===== config.mk =====
export PLATFORM = sky130hd
export DESIGN_NAME = convb_param_loader
export DESIGN_NICKNAME = d
export VERILOG_FILES = /design/src/rtl/convb_param_loader.sv
export SDC_FILE = /design/constraint.sdc
export NUM_CORES = 1
export LEC_CHECK = 0
export CAP_MARGIN = 0
export CORE_MARGIN = 1
export CORE_UTILIZATION = 60
export CTS_CLUSTER_DIAMETER = 200
export CTS_CLUSTER_SIZE = 16
export DETAILED_ROUTE_END_ITERATION = 16
export DONT_BUFFER_PORTS = 1
export PLACE_DENSITY = 0.76
export SYNTH_ARGS = -nofsm -noshare
export SYNTH_HDL_FRONTEND = slang
export SYNTH_SLANG_ARGS = --single-unit

===== constraint.sdc =====
create_clock -name clk -period 2.5 [get_ports clk]
set_clock_uncertainty 0.15 [all_clocks]
set_input_delay 0.25 -clock clk [delete_from_list [all_inputs] [get_ports clk]]
set_output_delay 0.25 -clock clk [all_outputs]
set_load 0.005 [all_outputs]

===== src/rtl/convb_param_loader.sv =====
// ConvB parameter loader: streams weights then biases into per-unit memories.
// Optional running checksum of accepted words: CONVB_LOADER_CHECKSUM_EN.
module convb_param_loader #(
  parameter int DATA_WIDTH        = 32,
  parameter int ADDRESS_BITS      = 15,
  parameter int IFM_DEPTH         = 3,
  parameter int KERNAL_SIZE       = 5,
  parameter int NUMBER_OF_FILTERS = 6,
  parameter int NUMBER_OF_UNITS   = 3,
  parameter int WPF               = KERNAL_SIZE * KERNAL_SIZE * IFM_DEPTH
) (
  input  logic                       clk,
  input  logic                       reset,
  input  logic                       start,
  input  logic                       abort,
  input  logic [DATA_WIDTH-1:0]      in_data,
  input  logic                       in_valid,
  output logic                       in_ready,
  output logic [DATA_WIDTH-1:0]      riscv_data,
  output logic [ADDRESS_BITS-1:0]    riscv_address,
  output logic [NUMBER_OF_UNITS-1:0] wm_enable_write,
  output logic [NUMBER_OF_UNITS-1:0] bm_enable_write,
  output logic                       busy,
  output logic                       done,
  output logic [DATA_WIDTH-1:0]      checksum
);

  localparam int WW = (WPF > 1) ? $clog2(WPF) : 1;
  localparam int UW = (NUMBER_OF_UNITS > 1) ?
                      $clog2(NUMBER_OF_UNITS) : 1;
  localparam int FW = (NUMBER_OF_FILTERS > 1) ?
                      $clog2(NUMBER_OF_FILTERS) + 1 : 1;

  localparam logic [WW-1:0] W_LAST = WW'(WPF - 1);
  localparam logic [UW-1:0] U_LAST = UW'(NUMBER_OF_UNITS - 1);
  localparam logic [FW-1:0] F_LAST = FW'(NUMBER_OF_FILTERS - 1);
  localparam logic [ADDRESS_BITS-1:0] WPF_A = ADDRESS_BITS'(WPF);

  typedef enum logic [1:0] {
    IDLE,
    LOAD_W,
    LOAD_B,
    FLUSH
  } state_t;

  state_t state_q, state_d;

  logic [WW-1:0]           w_q;
  logic [UW-1:0]           u_q;
  logic [FW-1:0]           s_q;
  logic [FW-1:0]           f_q;
  logic [ADDRESS_BITS-1:0] base_q;

  logic go, acc, acc_w, acc_b;
  logic w_wrap, u_wrap, f_last;
  logic [NUMBER_OF_UNITS-1:0] unit_oh;

  assign in_ready = (state_q == LOAD_W) | (state_q == LOAD_B);
  assign busy     = (state_q != IDLE);
  assign go       = (state_q == IDLE) & start & ~abort;
  assign acc      = in_valid & in_ready & ~abort;
  assign acc_w    = acc & (state_q == LOAD_W);
  assign acc_b    = acc & (state_q == LOAD_B);
  assign w_wrap   = (w_q == W_LAST);
  assign u_wrap   = (u_q == U_LAST);
  assign f_last   = (f_q == F_LAST);
  assign unit_oh  = NUMBER_OF_UNITS'(1) << u_q;

  always_ff @(posedge clk or negedge reset) begin
    if (!reset) begin
      state_q <= IDLE;
    end else begin
      state_q <= state_d;
    end
  end

  always_comb begin
    state_d = state_q;
    if (abort) begin
      state_d = IDLE;
    end else begin
      unique case (state_q)
        IDLE:    if (start) state_d = LOAD_W;
        LOAD_W:  if (acc_w & w_wrap & f_last) state_d = LOAD_B;
        LOAD_B:  if (acc_b & f_last) state_d = FLUSH;
        FLUSH:   state_d = IDLE;
        default: state_d = IDLE;
      endcase
    end
  end

  // f_q tracks the global filter index so no division is needed for the end.
  always_ff @(posedge clk or negedge reset) begin
    if (!reset) begin
      w_q    <= '0;
      u_q    <= '0;
      s_q    <= '0;
      f_q    <= '0;
      base_q <= '0;
    end else begin
      unique case (1'b1)
        go, (acc_w & w_wrap & f_last): begin
          w_q    <= '0;
          u_q    <= '0;
          s_q    <= '0;
          f_q    <= '0;
          base_q <= '0;
        end
        (acc_w & ~w_wrap): begin
          w_q <= w_q + 1'b1;
        end
        (acc_w & w_wrap & ~f_last), acc_b: begin
          w_q <= '0;
          f_q <= f_q + 1'b1;
          if (u_wrap) begin
            u_q    <= '0;
            s_q    <= s_q + 1'b1;
            base_q <= base_q + WPF_A;
          end else begin
            u_q <= u_q + 1'b1;
          end
        end
        default: ;
      endcase
    end
  end

  always_ff @(posedge clk or negedge reset) begin
    if (!reset) begin
      riscv_data      <= '0;
      riscv_address   <= '0;
      wm_enable_write <= '0;
      bm_enable_write <= '0;
      done            <= 1'b0;
    end else begin
      wm_enable_write <= '0;
      bm_enable_write <= '0;
      done            <= (state_q == FLUSH) & ~abort;
      if (acc) begin
        riscv_data      <= in_data;
        riscv_address   <= acc_w ? base_q + ADDRESS_BITS'(w_q)
                                 : ADDRESS_BITS'(s_q);
        wm_enable_write <= acc_w ? unit_oh : '0;
        bm_enable_write <= acc_b ? unit_oh : '0;
      end
    end
  end

`ifdef CONVB_LOADER_CHECKSUM_EN
  logic [DATA_WIDTH-1:0] sum_q;

  always_ff @(posedge clk or negedge reset) begin
    if (!reset) begin
      sum_q <= '0;
    end else if (go) begin
      sum_q <= '0;
    end else if (acc) begin
      sum_q <= sum_q + in_data;
    end
  end

  assign checksum = sum_q;
`else
  assign checksum = '0;
`endif

endmodule


==> impl_metrics.json, run 1 <==
{
  "start_util_pct": 61.8,
  "fin_nets": 582,
  "hold_path.class": "input port to flop",
  "dp_hpwl_mm": 6.23,
  "die_width_um": 88.5,
  "path_common_cell": "o21ai_0",
  "drcViolationCount": 0,
  "hold_start": "in_valid",
  "clk_latency_ns": 0.37,
  "arrival_ns": 2.49,
  "die_y_um": 88.5,
  "grt_first_pass_wirelength_mm": 14.6,
  "synthFlopType": "dfrtp_1",
  "core-area_um2": 7250,
  "worst_r2r_endpoint": "riscv_address[10]$_DFFE_PN0P_",
  "path_cells": "ha_1, inv_1, fa_1, and2b_1, o31ai_2, a21boi_1, buf_4, o21ai_0, xor2_1, o21ai_0",
  "setup_viol": 0,
  "crit_type": "flop to flop",
  "drtIter0Drc": 216,
  "final_cell_mix": "nand2_1 (133), dfrtp_1 (88), dlygate4sd3_1 (34)",
  "cp.buffers_inverters": 2,
  "rsz0062_at_grt": "no",
  "grt_antenna_before_repair": 0,
  "grt_max_degree": 89,
  "vias_per_cell": 5.40,
  "cp_slowest_cell": "dfrtp_1",
  "num_rows": 31,
  "reg2reg_from": "base_q[0]$_DFFE_PN0P_",
  "p_leak_nw": 2.58,
  "startpoint_type": "flop",
  "finalHoldViolCount": 0,
  "numPortBuffers": 0,
  "whs_path_depth": 2,
  "wl_per_cell_um": 15.3,
  "synth_area_um2": 4490,
  "irDropWorstVdd_uv": 391,
  "clk_path_buf_depth": 2,
  "critical-path-max-stage-delay_ns": 0.44,
  "drtPass1Iterations": 4,
  "outcome": "completed",
  "total_power_mw": 3.83,
  "cp-end-kind": "flop",
  "cp-startpoint": "base_q[0]$_DFFE_PN0P_",
  "gp_congestion": 0.831,
  "ys_seq_area_share_pct": 49.1,
  "grt_usage_pct": 24.9,
  "ys_ff_latch": 88,
  "totalWireLength_mm": 9.67,
  "reg2reg_depth": 10,
  "clockRootBuffer": "clkbuf_8",
  "post-route-period-util_pct": 95.4,
  "final.setup.tns_ns": 0,
  "cp_top_family": "compound AO/OA/AOI/OAI gates",
  "synthesis.instances": 484,
  "synth-edff-count": 0,
  "grt_pass1_vias": 3098,
  "postCtsSetupRepairBufs": 0,
  "vias": 3404,
  "pwr_density_cell_nw_per_um2": 755,
  "critPathMaxFanout": 5,
  "clock-sinks": 88,
  "fp.dieArea_um2": 7830,
  "ios": 125,
  "place_ws_ns": 0.131,
  "cap_violations": 0,
  "synth_cell_types": 53,
  "setup_ws_ns": 0.116,
  "cts_tree": "yes",
  "h-tree-depth": 3,
  "cts_buffers": 9,
  "synth_warnings": 0,
  "grt-ovfl-total": 0,
  "worstPathRequired_ns": 2.60,
  "drive_above_1_share_pct": 7.72,
  "layout_commonest_cell": "nand2_1",
  "area_growth_pct": 13.1,
  "antenna_left": 0,
  "min_period_ns": 2.38,
  "slew_viol_final": 0,
  "clkTransAtPathRegs_ns": 0.10,
  "timing.fmax_ghz": 0.419,
  "regToRegSetupSlack_ns": 0.12,
  "antenna_cells": 0,
  "hold_end": "riscv_address[2]$_DFFE_PN0P_",
  "avgSynthCellArea_um2": 9.27,
  "async_flop_share_pct": 100
}
==> state kept, by name, indices dropped and copies added (netlist names) <==
name,flops
wm_enable_write,3
riscv_address,15
f_q,4
base_q,15
s_q,4
riscv_data,32
done,1
bm_enable_write,3
w_q,7
state_q,2
u_q,2
==> cell type report <==
| type | instances | area (µm²) |
|---|---|---|
| Sequential cell | 88 | 2200 |
| Fill cell | 528 | 2180 |
| Multi-Input combinational cell | 368 | 2050 |
| Timing Repair Buffer | 47 | 458 |
| Clock buffer | 9 | 124 |
| Tap cell | 99 | 124 |
| Clock inverter | 7 | 72.6 |
| Inverter | 12 | 45.0 |
==> per-stage QoR <==
step                std cells  instance area (µm²)  hold WS [ns]  utilization [%]
floorplan                 515                 4600        -0.196                -
global placement          579                 4500        -0.194             62.1
detailed placement        579                 4500        -0.194             62.1
CTS                       630                 5070       0.00336             69.9
global route              630                 5070        0.0334             70.0
finish                    630                 5070       0.00894             70.0
==> report_power, final <==
group | total [mW] | switching [mW] | internal [mW]
clock | 0.972 | 0.582 | 0.390
combinational | 0.933 | 0.606 | 0.327
sequential | 1.93 | 0.227 | 1.70
==> logic make-up (layout without fill, tap and decap cells) <==
kind of cell             after synthesis  in the layout  share of synthesized area [%]
buffers and inverters                 59             75                           8.03
XOR/XNOR                              22             22                           4.30
AO/OA/AOI/OAI                         73             73                           9.96
other                                  1             32                         0.0836
flip-flops                            88             88                           49.1
AND/OR/NAND/NOR                      214            214                           21.3
multiplexers                           8              8                           1.79
adder cells (fa/ha/maj)               19             19                           5.47
==> what timing repair did <==
action,CTS,global route
endpoints found under the hold margin,127,0
resized for setup,0,4
hold buffers,35,0
setup endpoints to repair,0,5
==> synth_stat cells, types with 4 or more instances <==
| library cell | n | share of area, % |
|---|---|---|
| clkbuf_1 | 7 | 0.59 |
| nand3_1 | 10 | 1.1 |
| nor2_1 | 32 | 2.7 |
| a21o_1 | 5 | 0.84 |
| o21ai_0 | 27 | 3.0 |
| inv_1 | 12 | 1.0 |
| nor3_1 | 6 | 0.67 |
| and3_1 | 4 | 0.56 |
| xor2_1 | 17 | 3.3 |
| a21oi_1 | 17 | 1.9 |
| nor2b_1 | 5 | 0.70 |
| ha_1 | 18 | 5.0 |
| buf_4 | 32 | 5.4 |
| mux2i_1 | 8 | 1.8 |
| nand2_1 | 133 | 11 |
| nand4_1 | 4 | 0.56 |
| xnor2_1 | 5 | 0.98 |
| dfrtp_1 | 88 | 49 |
==> worst max path at each step <==
stage	endpoint	slack (ns)	depth (start not counted)
after floorplan	riscv_address[10]$_DFFE_PN0P_	0.27	9
after global placement	riscv_address[8]$_DFFE_PN0P_	0.21	10
after detailed placement	riscv_address[12]$_DFFE_PN0P_	0.13	10
after CTS	riscv_address[12]$_DFFE_PN0P_	0.06	10
after global routing	riscv_address[8]$_DFFE_PN0P_	0.02	10
final	riscv_address[10]$_DFFE_PN0P_	0.12	10
==> layer usage <==
layer / global-route usage, % / vias to the layer above / share of wire [%]
met5: 0 / - / 0
met4: 9.68 / 0 / 1.6
met3: 4.38 / 13 / 6.1
met2: 43.0 / 102 / 51
met1: 31.2 / 1670 / 42
li1: - / 1619 / -
Note: power is estimated with default switching activity, not from simulation.
==> run 2, diff against run 1 <==
ABC_CLOCK_PERIOD_IN_PS = 2500   (was default)
CORE_MARGIN = 3   (was 1)
SETUP_SLACK_MARGIN = 0.3   (was default)
==> run 2 against run 1 <==
Compared with the run above:
- clock power rose by 7%
- sequential cell count did not move
- largest power group unchanged
- the flow now finishes with violations (negative hold slack)
- die area rose by 9.2%
- register-to-register slack improved by 0.20 ns
==> impl_metrics.json, run 2 (synthesized netlist as in run 1, its figures left out) <==
{
  "setup_viol": 0,
  "outcome": "finished, violations left",
  "holdBufCountCts": 33,
  "drtPass1Iterations": 4,
  "num_rows": 30,
  "core-area_um2": 7020,
  "startpoint_type": "flop",
  "clockRootBuffer": "clkbuf_8",
  "layout_commonest_cell": "nand2_1",
  "arrival_ns": 2.33,
  "final.setup.tns_ns": 0,
  "die_width_um": 92.5,
  "h-tree-depth": 3,
  "largest_reg_flops": 32,
  "drive_above_1_share_pct": 12.8,
  "grt-ovfl-total": 0,
  "drtIter0Drc": 229,
  "reg.largest.list": "riscv_data (32), base_q (15), riscv_address (15)",
  "fin_nets": 590,
  "clkTransAtPathRegs_ns": 0.09,
  "clk_path_buf_depth": 2,
  "cap_violations": 0,
  "totalWireLength_mm": 10.1,
  "die_y_um": 92.5,
  "gp_congestion": 0.814,
  "antenna_cells": 0,
  "critPathMaxFanout": 5,
  "regToRegSetupSlack_ns": 0.31,
  "grt_usage_pct": 24.2,
  "vias_per_cell": 5.41,
  "cts_tree": "yes",
  "dpl_cell_area_um2": 4460,
  "pwr_density_cell_nw_per_um2": 765,
  "slew_viol_final": 0,
  "finalHoldViolCount": 88,
  "numPortBuffers": 0,
  "crit_type": "flop to flop",
  "hold_path.class": "input port to asynchronous set/reset pin",
  "final_cell_mix": "nand2_1 (132), dfrtp_1 (85), dlygate4sd3_1 (33)",
  "clock-sinks": 88,
  "wl_per_cell_um": 16.0,
  "post-route-period-util_pct": 87.5,
  "p_leak_nw": 2.62,
  "cp-end-kind": "flop",
  "regMostFlops": "riscv_data",
  "worstPathRequired_ns": 2.65,
  "holdWs_ns": -0.585,
  "violations": "negative hold slack",
  "fin_area_um2": 5240,
  "reg2reg_depth": 9,
  "drcViolationCount": 0,
  "antenna_left": 0,
  "area_growth_pct": 16.8,
  "vias": 3435,
  "timing.fmax_ghz": 0.457,
  "fill_cells": 482,
  "ios": 125,
  "min_period_ns": 2.19,
  "grt_pass1_vias": 3370,
  "fp.dieArea_um2": 8550,
  "grt_first_pass_wirelength_mm": 16.4,
  "dp_hpwl_mm": 6.79,
  "cts_buffers": 9,
  "rsz0062_at_grt": "yes",
  "clk_latency_ns": 0.37,
  "start_util_pct": 63.9,
  "grt_antenna_before_repair": 0,
  "grt_max_degree": 89,
  "irDropWorstVdd_uv": 424
}
run 2: critical path, stage by stage (launching register included):
cell	delay, ns
dfrtp_1	0.39
ha_2	0.19
inv_1	0.05
fa_2	0.33
and2b_2	0.27
o31ai_4	0.07
a21boi_2	0.25
o211ai_1	0.15
xor2_1	0.16
o21ai_1	0.12
run 2: repair_timing:
item | in CTS | in global routing
setup buffers | 9 | 5
gates resized for setup | 11 | 26
gates cloned | 0 | 1
setup endpoints to repair | 41 | 23
pin swaps | 5 | 6
endpoints found under the hold margin | 124 | 88
run 2: path summary, 6_finish.rpt:
path,startpoint,to
max,base_q[0]$_DFFE_PN0P_,riscv_address[14]$_DFFE_PN0P_
min,reset,riscv_data[24]$_DFFE_PN0P_
max reg2reg,base_q[0]$_DFFE_PN0P_,riscv_address[14]$_DFFE_PN0P_
min reg2reg,riscv_data[24]$_DFFE_PN0P_,riscv_data[24]$_DFFE_PN0P_
max in group asynchronous,reset,w_q[0]$_DFFE_PN0P_
min in group clk,start,state_q[0]$_DFFE_PN0P_
run 2: per-layer routing:
metal | track usage [%] | share of wire [%]
met2 | 41.4 | 50
met3 | 6.09 | 7.9
met5 | 0 | 0
met1 | 31.1 | 41
met4 | 5.20 | 1.8
run 2: report_power, final:
group          internal (mW)  switching, mW
clock                  0.482          0.562
combinational          0.401          0.626
sequential              1.70          0.234
total                   2.59           1.42
run 2: final cells by class:
cell class                 count  area (µm²)  share of cell area [%]
inverter                      12        45.0                   0.860
timing repair buffer          55         509                    9.72
multi-input combinational    368        2150                    41.0
clock buffer                   9         124                    2.36
clock inverter                 7        90.1                    1.72
tap                           96         120                    2.29
sequential                    88        2210                    42.1
run 2: through the flow:
stage / power, mW / instances / worst slack, ns / hold slack (ns) / util, %
final: 4.01 / 635 / 0.313 / -0.585 / 74.7
after global routing: 4.26 / 635 / 0.191 / -0.600 / 74.7
after CTS: 3.96 / 629 / 0.288 / -0.592 / 73.1
after detailed placement: 2.79 / 571 / 0.0925 / -0.194 / 63.6
after global placement: 2.74 / 571 / 0.156 / -0.194 / 63.6
after floorplan: 2.57 / 515 / 0.361 / -0.196 / -
